### config.mk
export PLATFORM = sky130hd
export DESIGN_NAME = hazard_controller_flat
export DESIGN_NICKNAME = d
export VERILOG_FILES = /design/src/rtl/hazard_controller_if.sv /design/src/rtl/hazard_controller.sv /design/src/flat_wrapper.sv
export SDC_FILE = /design/constraint.sdc
export NUM_CORES = 1
export LEC_CHECK = 0
export CAP_MARGIN = 20
export CORE_ASPECT_RATIO = 1.25
export CORE_MARGIN = 3
export CORE_UTILIZATION = 30
export DETAILED_ROUTE_END_ITERATION = 8
export GPL_TIMING_DRIVEN = 0
export PLACE_DENSITY = 0.58
export SLEW_MARGIN = 15
export SYNTH_ARGS = -nofsm -noshare
export SYNTH_HDL_FRONTEND = slang
export SYNTH_SLANG_ARGS = --single-unit
export TNS_END_PERCENT = 100
### constraint.sdc
create_clock -name clk -period 2.6 [get_ports clk]
set_input_delay 0.78 -clock clk [delete_from_list [all_inputs] [get_ports clk]]
set_output_delay 0.78 -clock clk [all_outputs]
set_load 0.03 [all_outputs]
### src/rtl/hazard_controller_if.sv
// Pipeline hazard control bundle: ID/EX/MEM status in, register
// enables, flushes and FSM status out.
interface hazard_controller_if;
    logic [4:0] id_rs1;
    logic [4:0] id_rs2;
    logic       id_uses_rs1;
    logic       id_uses_rs2;
    logic       ex_mem_read;
    logic [4:0] ex_rd;
    logic       ex_branch_taken;
    logic       mem_req;
    logic       mem_ready;
    logic       pc_en;
    logic       if_id_en;
    logic       if_id_flush;
    logic       id_ex_en;
    logic       id_ex_flush;
    logic       ex_mem_en;
    logic       mem_wb_en;
    logic       hazard_err;
    logic [1:0] fsm_state;

    modport master (
        output id_rs1, id_rs2, id_uses_rs1, id_uses_rs2,
        output ex_mem_read, ex_rd, ex_branch_taken,
        output mem_req, mem_ready,
        input  pc_en, if_id_en, if_id_flush, id_ex_en,
        input  id_ex_flush, ex_mem_en, mem_wb_en,
        input  hazard_err, fsm_state
    );

    modport slave (
        input  id_rs1, id_rs2, id_uses_rs1, id_uses_rs2,
        input  ex_mem_read, ex_rd, ex_branch_taken,
        input  mem_req, mem_ready,
        output pc_en, if_id_en, if_id_flush, id_ex_en,
        output id_ex_flush, ex_mem_en, mem_wb_en,
        output hazard_err, fsm_state
    );
endinterface

### src/rtl/hazard_controller.sv
// 5-stage pipeline hazard controller: load-use, branch flush, memory wait.
// Optional performance counters enabled by HAZARD_PERF_CNT_EN.
module hazard_controller #(
    parameter int TIMEOUT = 16,
    parameter int CNT_W   = 32
) (
    input  logic clk,
    input  logic rst,
    hazard_controller_if.slave hz
`ifdef HAZARD_PERF_CNT_EN
    ,
    output logic [CNT_W-1:0] stall_cycles,
    output logic [CNT_W-1:0] flush_count,
    output logic [CNT_W-1:0] mem_wait_cycles
`endif
);

    if (TIMEOUT < 1 || TIMEOUT > 255 || CNT_W < 1) begin : g_bad_cfg
        $error("hazard_controller: TIMEOUT or CNT_W out of range");
    end

    localparam logic [7:0] TO = 8'(TIMEOUT);

    typedef enum logic [1:0] {
        RUN      = 2'b00,
        MEM_WAIT = 2'b01,
        ERROR    = 2'b10
    } state_t;

    state_t     state, state_nxt;
    logic [7:0] wait_cnt, wait_cnt_nxt;
    logic       err_q, err_nxt;

    logic mem_stall;
    logic load_use;
    logic frz;
    logic rs1_hit, rs2_hit;

    logic pc_en, if_id_en, if_id_flush, id_ex_en;
    logic id_ex_flush, ex_mem_en, mem_wb_en;

    assign mem_stall = hz.mem_req & ~hz.mem_ready;
    assign rs1_hit   = hz.id_uses_rs1 & (hz.id_rs1 == hz.ex_rd);
    assign rs2_hit   = hz.id_uses_rs2 & (hz.id_rs2 == hz.ex_rd);
    assign load_use  = hz.ex_mem_read & (hz.ex_rd != 5'd0)
                     & (rs1_hit | rs2_hit);
    assign frz       = (state == ERROR) | mem_stall;

    always_comb begin
        state_nxt    = state;
        wait_cnt_nxt = wait_cnt;
        err_nxt      = err_q;
        case (state)
            RUN: begin
                if (mem_stall) begin
                    state_nxt    = MEM_WAIT;
                    wait_cnt_nxt = 8'd1;
                end
            end
            MEM_WAIT: begin
                if (!mem_stall) begin
                    state_nxt    = RUN;
                    wait_cnt_nxt = 8'd0;
                end else if (wait_cnt == TO) begin
                    state_nxt = ERROR;
                    err_nxt   = 1'b1;
                end else if (wait_cnt != 8'hFF) begin
                    wait_cnt_nxt = wait_cnt + 8'd1;
                end
            end
            ERROR: begin
                state_nxt = ERROR;
            end
            default: begin
                state_nxt    = RUN;
                wait_cnt_nxt = 8'd0;
            end
        endcase
    end

    always_ff @(posedge clk or posedge rst) begin
        if (rst) begin
            state    <= RUN;
            wait_cnt <= 8'd0;
            err_q    <= 1'b0;
        end else begin
            state    <= state_nxt;
            wait_cnt <= wait_cnt_nxt;
            err_q    <= err_nxt;
        end
    end

    // Decode terms are made mutually exclusive to encode priority.
    always_comb begin
        pc_en       = 1'b1;
        if_id_en    = 1'b1;
        if_id_flush = 1'b0;
        id_ex_en    = 1'b1;
        id_ex_flush = 1'b0;
        ex_mem_en   = 1'b1;
        mem_wb_en   = 1'b1;
        unique case (1'b1)
            rst: begin
                pc_en       = 1'b0;
                if_id_en    = 1'b0;
                if_id_flush = 1'b1;
                id_ex_en    = 1'b0;
                id_ex_flush = 1'b1;
                ex_mem_en   = 1'b0;
                mem_wb_en   = 1'b0;
            end
            (!rst && frz): begin
                pc_en     = 1'b0;
                if_id_en  = 1'b0;
                id_ex_en  = 1'b0;
                ex_mem_en = 1'b0;
                mem_wb_en = 1'b0;
            end
            (!rst && !frz && hz.ex_branch_taken): begin
                if_id_flush = 1'b1;
                id_ex_flush = 1'b1;
            end
            (!rst && !frz && !hz.ex_branch_taken && load_use): begin
                pc_en       = 1'b0;
                if_id_en    = 1'b0;
                id_ex_flush = 1'b1;
            end
            default: begin
            end
        endcase
    end

    assign hz.pc_en       = pc_en;
    assign hz.if_id_en    = if_id_en;
    assign hz.if_id_flush = if_id_flush;
    assign hz.id_ex_en    = id_ex_en;
    assign hz.id_ex_flush = id_ex_flush;
    assign hz.ex_mem_en   = ex_mem_en;
    assign hz.mem_wb_en   = mem_wb_en;
    assign hz.hazard_err  = err_q;
    assign hz.fsm_state   = state;

`ifdef HAZARD_PERF_CNT_EN
    logic cnt_stall, cnt_flush, cnt_wait;

    assign cnt_stall = !frz && !hz.ex_branch_taken && load_use;
    assign cnt_flush = !frz && hz.ex_branch_taken;
    assign cnt_wait  = (state != ERROR) && mem_stall;

    always_ff @(posedge clk or posedge rst) begin
        if (rst) begin
            stall_cycles    <= '0;
            flush_count     <= '0;
            mem_wait_cycles <= '0;
        end else begin
            if (cnt_stall) stall_cycles    <= stall_cycles + 1'b1;
            if (cnt_flush) flush_count     <= flush_count + 1'b1;
            if (cnt_wait)  mem_wait_cycles <= mem_wait_cycles + 1'b1;
        end
    end
`endif

endmodule

### src/flat_wrapper.sv
// flat-port wrapper written by rule: the top's interface ports become plain ports
module hazard_controller_flat 
#(
    parameter int TIMEOUT = 16,
    parameter int CNT_W   = 32
)
  (clk, rst, hz_id_rs1, hz_id_rs2, hz_id_uses_rs1, hz_id_uses_rs2, hz_ex_mem_read, hz_ex_rd, hz_ex_branch_taken, hz_mem_req, hz_mem_ready, hz_pc_en, hz_if_id_en, hz_if_id_flush, hz_id_ex_en, hz_id_ex_flush, hz_ex_mem_en, hz_mem_wb_en, hz_hazard_err, hz_fsm_state);
  hazard_controller_if hz_i ();
  input  logic clk;
  input  logic rst;
  input wire logic [$bits(hz_i.id_rs1)-1:0] hz_id_rs1;
  input wire logic [$bits(hz_i.id_rs2)-1:0] hz_id_rs2;
  input wire logic [$bits(hz_i.id_uses_rs1)-1:0] hz_id_uses_rs1;
  input wire logic [$bits(hz_i.id_uses_rs2)-1:0] hz_id_uses_rs2;
  input wire logic [$bits(hz_i.ex_mem_read)-1:0] hz_ex_mem_read;
  input wire logic [$bits(hz_i.ex_rd)-1:0] hz_ex_rd;
  input wire logic [$bits(hz_i.ex_branch_taken)-1:0] hz_ex_branch_taken;
  input wire logic [$bits(hz_i.mem_req)-1:0] hz_mem_req;
  input wire logic [$bits(hz_i.mem_ready)-1:0] hz_mem_ready;
  output wire logic [$bits(hz_i.pc_en)-1:0] hz_pc_en;
  output wire logic [$bits(hz_i.if_id_en)-1:0] hz_if_id_en;
  output wire logic [$bits(hz_i.if_id_flush)-1:0] hz_if_id_flush;
  output wire logic [$bits(hz_i.id_ex_en)-1:0] hz_id_ex_en;
  output wire logic [$bits(hz_i.id_ex_flush)-1:0] hz_id_ex_flush;
  output wire logic [$bits(hz_i.ex_mem_en)-1:0] hz_ex_mem_en;
  output wire logic [$bits(hz_i.mem_wb_en)-1:0] hz_mem_wb_en;
  output wire logic [$bits(hz_i.hazard_err)-1:0] hz_hazard_err;
  output wire logic [$bits(hz_i.fsm_state)-1:0] hz_fsm_state;
  assign hz_i.id_rs1 = hz_id_rs1;
  assign hz_i.id_rs2 = hz_id_rs2;
  assign hz_i.id_uses_rs1 = hz_id_uses_rs1;
  assign hz_i.id_uses_rs2 = hz_id_uses_rs2;
  assign hz_i.ex_mem_read = hz_ex_mem_read;
  assign hz_i.ex_rd = hz_ex_rd;
  assign hz_i.ex_branch_taken = hz_ex_branch_taken;
  assign hz_i.mem_req = hz_mem_req;
  assign hz_i.mem_ready = hz_mem_ready;
  assign hz_pc_en = hz_i.pc_en;
  assign hz_if_id_en = hz_i.if_id_en;
  assign hz_if_id_flush = hz_i.if_id_flush;
  assign hz_id_ex_en = hz_i.id_ex_en;
  assign hz_id_ex_flush = hz_i.id_ex_flush;
  assign hz_ex_mem_en = hz_i.ex_mem_en;
  assign hz_mem_wb_en = hz_i.mem_wb_en;
  assign hz_hazard_err = hz_i.hazard_err;
  assign hz_fsm_state = hz_i.fsm_state;
  hazard_controller #(.TIMEOUT(TIMEOUT), .CNT_W(CNT_W)) u_core (.clk(clk), .rst(rst), .hz(hz_i));
endmodule
======== Word-level counts from Yosys, hierarchy flattened ========
Index checks and enable logic that the tools add are counted.
storage, ports and cells
  output and inout bits ................... 10
  bits in registers ....................... 11
  input bits .............................. 23
  logic and storage cells ................. 53
operators by class
  eq/ne operators ......................... 10
  reductions and logical operators ........ 17
  bitwise operators ....................... 9
  muxes and demuxes ....................... 13
  add/subtract/negate cells ............... 1
operator list
  cell                 count
  $mux 8               4
  $pmux 8 s3           1
  $eq 5x5->1           2
  $ne 3x3->1 const B   3
  $add 8x1->8 const B  1
  $eq 8x5->1 const B   1
  $ne 8x8->1 const B   1
  $mux 2               3
  $pmux 2 s3           1
  $reduce_or 3->1      2
  $and 1x1->1          5
  $logic_and 1x1->1    5
  $reduce_bool 5->1    1
  $mux 1               4
  $reduce_and 4->1     1
  $reduce_or 2->1      2
  $logic_not 1->1      3
  $reduce_and 3->1     1
  $eq 2x1->1 const B   1
  $eq 2x2->1 const B   1
  $logic_not 2->1      1
  $ne 2x1->1 const B   1
  $not 1->1            2
  $or 1x1->1           2
  $reduce_and 2->1     1

======== Longest topological paths before layout ========
  depth in word-level cells ............... 9
  gate-level depth with buffers ........... 7
  depth with buffers taken out ............ 6

======== Least setup slack after synthesis ========
OpenSTA, ideal clock, no wires.
  kind .................................... input -> output
  from .................................... input port hz_mem_req
  to ...................................... output port hz_id_ex_flush
  stages on the path ...................... 4
  required time ........................... 1.820 ns
  path buffers ............................ 0
  path slack .............................. -0.730 ns
  arrival time ............................ 2.550 ns
  cells stage by stage .................... nor2b_1 -> nor3_1 -> a21o_1 -> o21bai_1
between the ends
  longest elaborated chain between the ends .. 8
ends and longest elaborated chain
  what                             line                                                source
  start: declaration               flat_wrapper.sv:18                                  input wire logic [$bits(hz_i.mem_req)-1:0] hz_mem_req;
  $and 1x1->1 (*)                  hazard_controller.sv:42                             assign mem_stall = hz.mem_req & ~hz.mem_ready;
  $or 1x1->1 (*)                   hazard_controller.sv:47                             assign frz = (state == ERROR) | mem_stall;
  $logic_not 1->1 (*)              hazard_controller.sv:119, hazard_controller.sv:123
  $logic_and 1x1->1 (*)            hazard_controller.sv:119, hazard_controller.sv:123
  $logic_and 1x1->1 (2 in series)  hazard_controller.sv:123                            (!rst && !frz && !hz.ex_branch_taken && load_use): begin
  $reduce_or 3->1 (no line) (*)    n/a
  $mux 1 (*)                       hazard_controller.sv:102                            unique case (1'b1)
  end: declaration                 flat_wrapper.sv:24                                  output wire logic [$bits(hz_i.id_ex_flush)-1:0] hz_id_ex_flush;
Mark *: on every way between the ends. The rest lies on a longest branch, timed or not.

======== Final worst setup path ========
  from .................................... input port hz_id_rs2[1]
  to ...................................... output port hz_pc_en
between the ends
  longest elaborated chain between the ends .. 7
ends and longest elaborated chain
  what                       line                      source
  start: declaration         flat_wrapper.sv:12        input wire logic [$bits(hz_i.id_rs2)-1:0] hz_id_rs2;
  $eq 5x5->1                 hazard_controller.sv:44   assign rs2_hit = hz.id_uses_rs2 & (hz.id_rs2 == hz.ex_rd);
  $and 1x1->1                hazard_controller.sv:44
  $or 1x1->1                 hazard_controller.sv:46   & (rs1_hit | rs2_hit);
  $and 1x1->1                hazard_controller.sv:46
  $logic_and 1x1->1          hazard_controller.sv:123
  $reduce_or 3->1 (no line)  n/a
  $mux 1                     hazard_controller.sv:102
  end: declaration           flat_wrapper.sv:20        output wire logic [$bits(hz_i.pc_en)-1:0] hz_pc_en;
No other way between the ends.

==> run_summary.xml <==
<?xml version="1.0" encoding="UTF-8"?>
<metrics>
  <group name="worst_hold_path">
    <metric name="hp-class" unit="">reg2reg</metric>
  </group>
  <group name="yosys">
    <metric name="synth_most_common_cell" unit="">sky130_fd_sc_hd__dfrtp_1</metric>
    <metric name="synth_commonest_cells" unit="">11 x sky130_fd_sc_hd__dfrtp_1, 8 x sky130_fd_sc_hd__nand2_1, 8 x sky130_fd_sc_hd__xor2_1, 5 x sky130_fd_sc_hd__nor2_1</metric>
    <metric name="main_flop_type_after_synthesis" unit="">sky130_fd_sc_hd__dfrtp_1</metric>
    <metric name="synth-edff-count" unit="">0</metric>
    <metric name="count_of_different_cell_masters_after_synthesis" unit="">39</metric>
    <metric name="postSynthNetCount" unit="">124</metric>
    <metric name="post_synth_main_area_contributors" unit="">sky130_fd_sc_hd__dfrtp_1 32%, sky130_fd_sc_hd__xor2_1 8.1%, sky130_fd_sc_hd__buf_4 3.5%</metric>
    <metric name="postSynthRegisterBits" unit="">11</metric>
    <metric name="synthArstFlopShare" unit="%">100</metric>
    <metric name="syn-mean-instance-area" unit="sq um">8.75</metric>
    <metric name="synth.yosys.seq_area_share" unit="%">31.8</metric>
    <metric name="synth_warnings" unit="">0</metric>
    <metric name="synthesis.area" unit="sq um">866</metric>
    <metric name="synth_largest_type_area_fraction" unit="%">31.8</metric>
    <metric name="synthesis.instances" unit="">99</metric>
    <metric name="synth_top_cell_by_area" unit="">sky130_fd_sc_hd__dfrtp_1</metric>
  </group>
  <group name="worst_setup_path">
    <metric name="r2r_setup_slk" unit="ns">0.51</metric>
    <metric name="worstPathMaxFanout" unit="">2</metric>
    <metric name="criticalPathCategory" unit="">in2out</metric>
    <metric name="critPathRequiredTime" unit="ns">1.82</metric>
    <metric name="cp.arrival" unit="ns">2.03</metric>
    <metric name="cp_launch_type" unit="">primary input</metric>
    <metric name="crit_path_end_kind" unit="">primary output</metric>
  </group>
  <group name="timing">
    <metric name="report.final.slew_viol_count" unit="">0</metric>
    <metric name="rsz_0062_raised_after_global_routing" unit="">true</metric>
    <metric name="setup_ws" unit="ns">-0.211</metric>
    <metric name="setup_violations" unit="">3</metric>
    <metric name="clock_skew" unit="ns">0.00334</metric>
    <metric name="highest_clock_frequency_the_design_can_meet" unit="GHz">0.356</metric>
    <metric name="period_utilisation_layout" unit="%">108</metric>
    <metric name="period_minus_slack" unit="ns">2.81</metric>
    <metric name="tightestPinTransition" unit="ns">0.450</metric>
    <metric name="total_negative_setup_slacks" unit="ns">-0.485</metric>
    <metric name="slew_headroom" unit="%">70.0</metric>
    <metric name="final-hold-violation-count" unit="">0</metric>
  </group>
  <group name="clock_network">
    <metric name="tritoncts.num_buffers" unit="">3</metric>
    <metric name="cts_hold_buffers" unit="">0</metric>
    <metric name="root_buffer" unit="">sky130_fd_sc_hd__clkbuf_4</metric>
    <metric name="cts_tree" unit="">done</metric>
    <metric name="cts_max_path_buffers" unit="">2</metric>
    <metric name="path_clk_slew" unit="ns">0.08</metric>
    <metric name="worstSkewPairLatency" unit="ns">0.27</metric>
    <metric name="tritoncts_num_sinks" unit="">11</metric>
    <metric name="htree_num_levels" unit="">1</metric>
  </group>
  <group name="route">
    <metric name="vias" unit="">901</metric>
    <metric name="wirelength" unit="um">2350</metric>
    <metric name="drt_drc_violations_left" unit="">0</metric>
    <metric name="avgViaCountPerCell" unit="">5.30</metric>
    <metric name="final_antenna_net_count" unit="">0</metric>
    <metric name="drt_pre_antenna_iters" unit="">4</metric>
    <metric name="drt_iter0_markers" unit="">13</metric>
    <metric name="wl_per_cell" unit="um">13.8</metric>
  </group>
  <group name="global_routing">
    <metric name="grtUsageTotal" unit="%">15.0</metric>
    <metric name="grt.overflow.total" unit="">0</metric>
    <metric name="wire_length_of_the_first_global_routing_pass" unit="um">4080</metric>
    <metric name="maximum_number_of_pins_on_one_net_before_global_route_repair" unit="">12</metric>
    <metric name="grt_pass1_vias" unit="">976</metric>
    <metric name="number_of_antenna_violations_at_the_first_check_in_global_routing" unit="">0</metric>
  </group>
  <group name="die">
    <metric name="floorplan.core_area" unit="sq um">2710</metric>
    <metric name="fp.dieArea" unit="sq um">3570</metric>
    <metric name="initial_core_util" unit="%">32.0</metric>
    <metric name="io_pins" unit="">33</metric>
    <metric name="floorplan.rows" unit="">21</metric>
    <metric name="die_height" unit="um">66.1</metric>
    <metric name="die_width" unit="um">54.1</metric>
  </group>
  <group name="power_and_ir_drop">
    <metric name="power_switching" unit="uW">134</metric>
    <metric name="cellPowerDensity" unit="nW/um^2">337</metric>
    <metric name="p_comb_share" unit="%">30.0</metric>
    <metric name="power_switching_share" unit="%">30.9</metric>
    <metric name="p_leak" unit="nW">0.563</metric>
    <metric name="power.share.clock" unit="%">28.1</metric>
    <metric name="ir_worst_vdd" unit="uV">175</metric>
    <metric name="internal_power" unit="uW">298</metric>
    <metric name="power.sequential.fraction" unit="%">41.9</metric>
  </group>
  <group name="placed_design">
    <metric name="dp_hpwl" unit="um">1830</metric>
    <metric name="dp_slack" unit="ns">-1.22</metric>
    <metric name="place.port_buffers" unit="">32</metric>
    <metric name="placed_cells" unit="">165</metric>
    <metric name="dpl-instance-area" unit="sq um">1250</metric>
    <metric name="routabilityCongestion" unit="">0.793</metric>
  </group>
  <group name="final_layout">
    <metric name="finish.instance_area" unit="sq um">1280</metric>
    <metric name="layout.filler_cells" unit="">290</metric>
    <metric name="share_of_final_layout_standard_cells_stronger_than_drive_strength_1" unit="%">26.5</metric>
    <metric name="fin_nets" unit="">162</metric>
    <metric name="area_growth" unit="%">48.0</metric>
    <metric name="antenna-diode-count" unit="">0</metric>
    <metric name="fin_cells" unit="">170</metric>
  </group>
  <group name="run">
    <metric name="max_cap_violations" unit="">0</metric>
  </group>
  <group name="status">
    <metric name="failed_checks" unit="">negative setup slack</metric>
    <metric name="status" unit="">finished with violations</metric>
  </group>
</metrics>
[through the flow]
step	util, %	hold slack, ns	total power, mW
2_1_floorplan	-	0.525	0.250
3_3_place_gp	46.1	0.440	0.313
3_5_place_dp	46.1	0.448	0.315
4_1_cts	47.0	0.465	0.433
5_1_grt	47.3	0.489	0.459
6_report	47.3	0.460	0.432
[cell families after synthesis]
logic type	count (synthesis)	synth area share, %
xor gates and xnor gates	10	10.1
adders and majority gates	2	2.89
AOI/OAI and AO/OA	21	16.6
buffers and inverters	11	6.50
and+or+nand+nor	43	30.9
muxes	1	1.16
DFF	11	31.8
[worst max-delay path, cell delays in order]
cell,delay [ns]
sky130_fd_sc_hd__buf_6,0.09
sky130_fd_sc_hd__xor2_1,0.15
sky130_fd_sc_hd__nor4_2,0.31
sky130_fd_sc_hd__a32oi_2,0.17
sky130_fd_sc_hd__o31a_1,0.28
sky130_fd_sc_hd__buf_6,0.12
sky130_fd_sc_hd__buf_6,0.12
[metal layers]
metal | global-route usage, % | vias up | routed length [um]
li1 | - | 438 | -
met1 | 15.8 | 425 | 923
met2 | 28.5 | 36 | 1240
met3 | 2.93 | 2 | 169
met4 | 4.67 | 0 | 14
met5 | 0 | - | 0
[state kept, by name, indices dropped and copies added, names as in the netlist]
| register | cells |
|---|---|
| u_core.wait_cnt | 8 |
| u_core.hz.hazard_err | 1 |
| u_core.hz.fsm_state | 2 |
[power by group through the flow]
stage / logic [mW] / registers [mW] / clock network, mW
after floorplan: 0.0653 / 0.185 / 0
after global placement: 0.129 / 0.184 / 0
after detailed placement: 0.131 / 0.184 / 0
after CTS: 0.129 / 0.181 / 0.123
after global routing: 0.141 / 0.182 / 0.135
final: 0.129 / 0.181 / 0.122
[area by class of cell]
type	count	area (sq um)	area share, %
Timing Repair Buffer	33	282	22.0
Multi-Input combinational cell	77	596	46.5
Clock buffer	4	26.3	2.05
Buffer	7	45.0	3.52
Sequential cell	11	275	21.5
Tap cell	34	42.5	3.32
Inverter	4	15.0	1.17
[timing repair]
item	4_1_cts	5_1_grt
gates cloned	0	0
setup endpoints to repair	7	4
pin swaps	15	3
setup buffers	0	1
gates resized for setup	92	9
hold endpoints to repair	0	0
[final timing paths]
check                                            startpoint                                  to  cells past startpoint
setup / recovery                               hz_id_rs2[1]                            hz_pc_en                      7
hold / removal             u_core.hz.hazard_err$_DFFE_PP0P_    u_core.hz.hazard_err$_DFFE_PP0P_                      1
setup reg to reg             u_core.wait_cnt[0]$_DFFE_PP0P_      u_core.wait_cnt[1]$_DFFE_PP0P_                      7
hold reg to reg            u_core.hz.hazard_err$_DFFE_PP0P_    u_core.hz.hazard_err$_DFFE_PP0P_                      1
max in group asynchronous                               rst      u_core.wait_cnt[2]$_DFFE_PP0P_                      2
min in group asynchronous                               rst  u_core.hz.fsm_state[1]$_DFFE_PP0P_                      2
[cell usage in the layout (no fill, tap or decap), drive strengths merged, types with 3 or more instances in the layout]
| cell | synthesis | final |
|---|---|---|
| a21o | 3 | 3 |
| a21oi | 4 | 4 |
| buf | 4 | 17 |
| clkbuf | 3 | 11 |
| clkdlybuf4s15 | 0 | 4 |
| clkdlybuf4s50 | 0 | 6 |
| dfrtp | 11 | 11 |
| dlygate4sd2 | 0 | 6 |
| inv | 4 | 4 |
| nand2 | 8 | 8 |
| nand3 | 3 | 3 |
| nor2 | 6 | 6 |
| nor3 | 4 | 4 |
| nor4 | 4 | 4 |
| nor4b | 3 | 3 |
| o21ai | 5 | 5 |
| or4 | 3 | 3 |
| xor2 | 8 | 8 |
No activity file was read; power rests on OpenSTA's default activity.
